<file path="src/rtl/fetch_stage.sv">
// Instruction fetch stage with IF/ID register.
// Merges two-word (opcode + immediate) instructions into one entry.
module fetch_stage #(
  parameter int ADDR_W = 20,
  parameter logic [ADDR_W-1:0] RESET_PC = '0
) (
  input  logic              clk,
  input  logic              rst,
  output logic [ADDR_W-1:0] imem_addr,
  input  logic [15:0]       imem_data,
  input  logic              stall,
  input  logic              redirect,
  input  logic [ADDR_W-1:0] redirect_pc,
  output logic              id_valid,
  output logic [4:0]        id_opcode,
  output logic [2:0]        id_rdst,
  output logic [2:0]        id_rsrc,
  output logic [15:0]       id_imm,
  output logic [ADDR_W-1:0] id_pc
);

  typedef enum logic {
    FETCH_OP,
    FETCH_IMM
  } state_t;

  state_t            state, state_n;
  logic [ADDR_W-1:0] pc, pc_n;
  logic [ADDR_W-1:0] op_pc, op_pc_n;
  logic [15:0]       opword, opword_n;
  logic              valid_n;
  logic [4:0]        opcode_n;
  logic [2:0]        rdst_n, rsrc_n;
  logic [15:0]       imm_n;
  logic [ADDR_W-1:0] idpc_n;
  logic [4:0]        op;
  logic              two_word;

  assign imem_addr = pc;
  assign op        = imem_data[15:11];
  assign two_word  = (op == 5'd13) || (op == 5'd30) || (op == 5'd31);

  always_comb begin
    state_n  = state;
    pc_n     = pc;
    op_pc_n  = op_pc;
    opword_n = opword;
    valid_n  = id_valid;
    opcode_n = id_opcode;
    rdst_n   = id_rdst;
    rsrc_n   = id_rsrc;
    imm_n    = id_imm;
    idpc_n   = id_pc;
    if (redirect) begin
      // squashed entry must decode as NOP downstream
      pc_n     = redirect_pc;
      state_n  = FETCH_OP;
      opword_n = '0;
      valid_n  = 1'b0;
      opcode_n = '0;
      rdst_n   = '0;
      rsrc_n   = '0;
      imm_n    = '0;
    end else if (!stall) begin
      pc_n = pc + ADDR_W'(1);
      unique case (state)
        FETCH_OP: begin
          if (two_word) begin
            opword_n = imem_data;
            op_pc_n  = pc;
            state_n  = FETCH_IMM;
            valid_n  = 1'b0;
            opcode_n = '0;
            rdst_n   = '0;
            rsrc_n   = '0;
            imm_n    = '0;
          end else begin
            valid_n  = 1'b1;
            opcode_n = imem_data[15:11];
            rdst_n   = imem_data[10:8];
            rsrc_n   = imem_data[7:5];
            imm_n    = '0;
            idpc_n   = pc;
          end
        end
        FETCH_IMM: begin
          valid_n  = 1'b1;
          opcode_n = opword[15:11];
          rdst_n   = opword[10:8];
          rsrc_n   = opword[7:5];
          imm_n    = imem_data;
          idpc_n   = op_pc;
          state_n  = FETCH_OP;
        end
        default: state_n = FETCH_OP;
      endcase
    end
  end

  always_ff @(posedge clk) begin
    if (rst) begin
      state     <= FETCH_OP;
      pc        <= RESET_PC;
      op_pc     <= '0;
      opword    <= '0;
      id_valid  <= 1'b0;
      id_opcode <= '0;
      id_rdst   <= '0;
      id_rsrc   <= '0;
      id_imm    <= '0;
      id_pc     <= '0;
    end else begin
      state     <= state_n;
      pc        <= pc_n;
      op_pc     <= op_pc_n;
      opword    <= opword_n;
      id_valid  <= valid_n;
      id_opcode <= opcode_n;
      id_rdst   <= rdst_n;
      id_rsrc   <= rsrc_n;
      id_imm    <= imm_n;
      id_pc     <= idpc_n;
    end
  end

endmodule

</file>
<file path="config.mk">
export PLATFORM = sky130hd
export DESIGN_NAME = fetch_stage
export DESIGN_NICKNAME = d
export VERILOG_FILES = /design/src/rtl/fetch_stage.sv
export SDC_FILE = /design/constraint.sdc
export NUM_CORES = 1
export LEC_CHECK = 0
export BUFFER_PORTS_ARGS = -buffer_cell sky130_fd_sc_hd__buf_2
export CORE_MARGIN = 10
export CORE_UTILIZATION = 30
export DETAILED_ROUTE_END_ITERATION = 6
export PLACE_DENSITY = 0.47
export SETUP_SLACK_MARGIN = 0.15
export SLEW_MARGIN = 20
export SYNTH_ARGS = -nofsm -noshare
export SYNTH_HDL_FRONTEND = slang
export SYNTH_SLANG_ARGS = --single-unit
</file>
<file path="constraint.sdc">
create_clock -name clk -period 5.1 [get_ports clk]
set_clock_uncertainty 0.15 [all_clocks]
set_input_delay 0.255 -clock clk [delete_from_list [all_inputs] [get_ports clk]]
set_output_delay 0.255 -clock clk [all_outputs]
set_load 0.01 [all_outputs]
</file>
Word level (Yosys, flattened, before mapping)
Cells that the tools add are included.
Word-level totals
  input port bits: 40
  output and inout bits: 68
  register bits: 105
Cells by class
  bitwise operators: 3
  reduce and logical (&&, ||, !) cells: 6
  equal/unequal tests: 5
  add/sub/neg operators: 1
  muxes and demuxes: 15
Operators with widths (number)
  20-bit two-way mux: 3
  20-bit case mux with 2 select lines: 1
  16-bit case mux with 2 select lines: 1
  20-bit by 1-bit adder with 20-bit output, second input constant: 1
  3-bit case mux with 2 select lines: 2
  5-bit equality test, second input constant: 2
  5-bit case mux with 2 select lines: 1
  3-bit two-way mux: 2
  3-bit AND reduction: 2
  5-bit by 4-bit equality test with 1-bit output, second input constant: 1
  5-bit two-way mux: 1
  1-bit case mux with 2 select lines: 2
  4-bit AND reduction: 1
  1-bit inverter: 3
  1-bit logical OR: 2
  1-bit two-way mux: 2
  2-bit by 1-bit != test with 1-bit output, second input constant: 1
  2-bit != test, second input constant: 1
  2-bit OR reduction: 1

Depth between registers and ports, before layout
  depth after elaboration: 5
  gate-level depth with buffers: 6
  depth with buffers taken out: 5

Worst setup path after synthesis
No wires, ideal clock.
  path kind: register to register
  start point: register pc[5], in the netlist imem_addr[5]
  end point: register pc[18], in the netlist imem_addr[18]
  stages on the path, launching flop included: 6
  slack: 3.291 ns
  arrival time: 1.568 ns
  buffers on the path: 1
  setup time: 0.091 ns
  period minus slack after synthesis: 1.809 ns
  data required time: 4.859 ns
  cell sequence: dfxtp_1 > buf_2 > and4_2 > nand2_1 > or4_1 > a311oi_1
On the way
  cells in the longest elaborated chain, start to end: 3
Ends and longest elaborated chain
  start, declared: RTL line 28  | logic [ADDR_W-1:0] pc, pc_n;
  start signal, assigned: RTL line 114  | pc <= pc_n;
  20-bit by 1-bit adder with 20-bit output: RTL line 65  | pc_n = pc + ADDR_W'(1);
  20-bit two-way mux: RTL line 64  | end else if (!stall) begin
  20-bit two-way mux: RTL line 54  | if (redirect) begin
No other way between the ends. The select of a mux whose other input is x is not followed.
A chain may end at the register's enable or synchronous reset.

Final worst setup path
  start point: input port stall
  end point: register op_pc[4]
On the way
  cells in the longest elaborated chain, start to end: 2
Ends and longest elaborated chain
  start, declared: RTL line 11  | input logic stall,
  1-bit inverter (no line)
  4-bit AND reduction (no line)
  end signal, assigned: RTL line 115  | op_pc <= op_pc_n;
  end, declared: RTL line 29  | logic [ADDR_W-1:0] op_pc, op_pc_n;
No other way between the ends.

==> summary.md <==
| Metric | Value |
|---|---|
| Total power | between 1.5 and 2 mW |
| Pre-CTS worst setup slack | between 2000 and 2500 ps |
| # IOs | about 110 |
| Port bufs | about 110 |
| CTS clock-pin slew for the worst setup and hold paths | approximately 70 ps |
| Starting Density | 0.306 |
| TritonCTS Sinks | 100 |
| Yosys warning count | 0 |
| Setup crit end kind | flop |
| Lkg Pwr | between 2 and 2.5 nW |
| RSZ-0062 raised after global routing | false |
| Unique masters post-synth | 49 |
| Nets | approximately 600 |
| Hold Crit Class | input port to flop |
| Layout cell share with drive strength beyond 1 | 0.310 |
| Die area | roughly 0.02 sq mm |
| Setup TNS Final | 0 ps |
| Post-synth EDFFs | 0 |
| Grt ovf | 0 |
| Worst EP arrival | approximately 2700 ps |
| Synth Net Count | around 500 |
| Async SR Flop Fraction | 0 |
| DRC | 0 |
| CP Launch Type | input port |
| P per Cell Area | ~330 mW/mm^2 |
| GRT Overall Usage | 0.132 |
| Post-Syn Area | between 0.004 and 0.005 sq mm |
| # setup viols final | 0 |
| Tcrit/Tclk final | 0.514 |
| Inserted Clock Buffers | 9 |
| Worst-margin pin slew | about 1100 ps |
| Vias in the first global route | approximately 3900 |
| Final core utilization | 0.377 |
| Worst-skew pair later-pin latency | between 300 and 400 ps |
| Std-Cell Rows | 44 |
| Pre-antenna DRT Iters | 4 |
| WL met2 | between 6000 and 7000 um |
| VDD IR max | 0.167 mV |
| Max-slew violations | 0 |
| Vias | ~3800 |
| DP HPWL | roughly 9100 um |
| Clock Path Buffers | 2 |
| Top_reg_cell synth | dfxtp_1 |
| Die H | about 140 um |
| Hold Vio Cnt, Final | 0 |
| Kind of critical path | input port to flop |
| Worst Path Required | 5160 ps |
| Global placer's final weighted congestion | 0.764 |
| Synth Instances | 458 |
| H-tree levels | 3 |
| First-pass GRT wire length | 21500 um |
| Syn_area_per_cell | between 9 and 10 sq um |
| CTS tree | done |
| Largest net degree at the start of global routing | 65 |
| N_diodes | 0 |
| Post-DR wirelength/cell | 18.1 um |
| Antenna violations before repair | 0 |
| Iteration-0 DRC Markers | between 200 and 250 |
| Synthesized flop and latch total | 100 |
| PnR worst setup slack | 2480 ps |
| Commonest non-fill, non-tap cell in the layout | buf_2 |
| Crit Path Max Fanout | 52 |
| Antenna viol nets, final | 0 |
| Fin crit period | ~2600 ps |
| Vias/cell | about 5.2 |
| Met3 WL | 928 um |
| Area grow syn2layout | 23.1% |
| Core footprint | about 0.014 sq mm |
| Max Fclk | approximately 0.38 GHz |
| Chip Width | ~140 um |
| Max-cap violations | 0 |
| Met1 WL | 6240 um |
| Sequential area share after synthesis | 0.452 |
| CTS root buffer | clkbuf_16 |
| Final wirelength | between 10000 and 15000 um |
| Status | finished, final reports clean |
| Commonest non-fill, non-tap cells in the layout | buf_2, dfxtp_1, nor2_1 |
| Uppermost layer routed | met4 |
| Slew headroom | 0.282 |
-- per-layer routing --
metal | up-vias | track usage
li1 | 1851 | -
met1 | 1852 | 0.170
met2 | 117 | 0.203
met3 | 14 | 0.0497
met4 | 0 | 0.0366
met5 | - | 0
-- path summary, 6_finish.rpt --
kind / start / endpoint / slack [ps] / cells after the start
max: stall / op_pc[4] / 2480 / 7
min reg2reg: id_opcode[4] / id_opcode[4] / 310 / 2
max reg2reg: state / op_pc[4] / 2560 / 5
min: redirect_pc[1] / imem_addr[1] / 20 / 3
-- cells in the mapped netlist, types with 6 or more instances --
cell type / count / area share
a211oi_1: 12 / 0.020
and3_1: 11 / 0.016
a22oi_1: 15 / 0.025
nand2_1: 21 / 0.018
o21ai_0: 13 / 0.015
dfxtp_1: 100 / 0.45
nand3b_1: 6 / 0.010
xor2_1: 7 / 0.014
nand4_1: 6 / 0.0085
nor2_1: 61 / 0.052
a21oi_2: 10 / 0.020
a211oi_2: 20 / 0.056
a221o_1: 8 / 0.018
a21oi_1: 26 / 0.029
mux2i_1: 41 / 0.093
clkbuf_1: 23 / 0.019
buf_6: 6 / 0.015
-- cells by family after synthesis --
group | after synthesis | synth area share
simple gates | 143 | 0.164
compound gates | 120 | 0.219
fa+ha+maj | 1 | 0.00282
mux | 41 | 0.0927
xor+xnor | 11 | 0.0218
flops | 100 | 0.452
buf+inv | 42 | 0.0472
-- power by group --
part / leakage, nW / internal (mW) / switching (mW) / total, mW
clock: 0.158 / 0.458 / 0.304 / 0.761
sequential: 0.815 / 0.808 / 0.0337 / 0.841
combinational: 1.11 / 0.0734 / 0.107 / 0.180
total: 2.08 / 1.34 / 0.444 / 1.78
-- registers in the layout, summed over array words and instances, names as in the netlist, 3 cells and up --
signal,flops
id_pc,20
imem_addr,20
op_pc,20
id_imm,16
opword,11
id_opcode,5
id_rdst,3
id_rsrc,3
-- stage by stage --
step                hold slack [ps]  cell area, sq um  std cells
floorplan                       241              4430        458
detailed placement              305              5060        717
global placement                304              5050        717
global route                   14.9              5450        739
finish                         18.7              5450        739
CTS                            3.77              5450        739
-- cell type report --
cell class              instances  area, sq um
repair buffers                120          648
multi-input cells             316         2220
clock inverters                 5         83.8
inverters                       3         11.3
clock buffers                  11          253
fillers                      1451         9030
flip-flops and latches        100         2000
well taps                     184          230
-- timing repair --
action,CTS,global route
hold endpoints to repair,6,0
gates resized for setup,0,0
hold buffers,6,0
buffers inserted,0,0
-- worst max-delay path, cell delays in order --
cell       delay, ps
buf_2            100
buf_4            270
or2_2            410
a2111oi_4        970
buf_4            370
mux2i_1          220
nor2_1            50
Power figures use the tool's default switching activity.
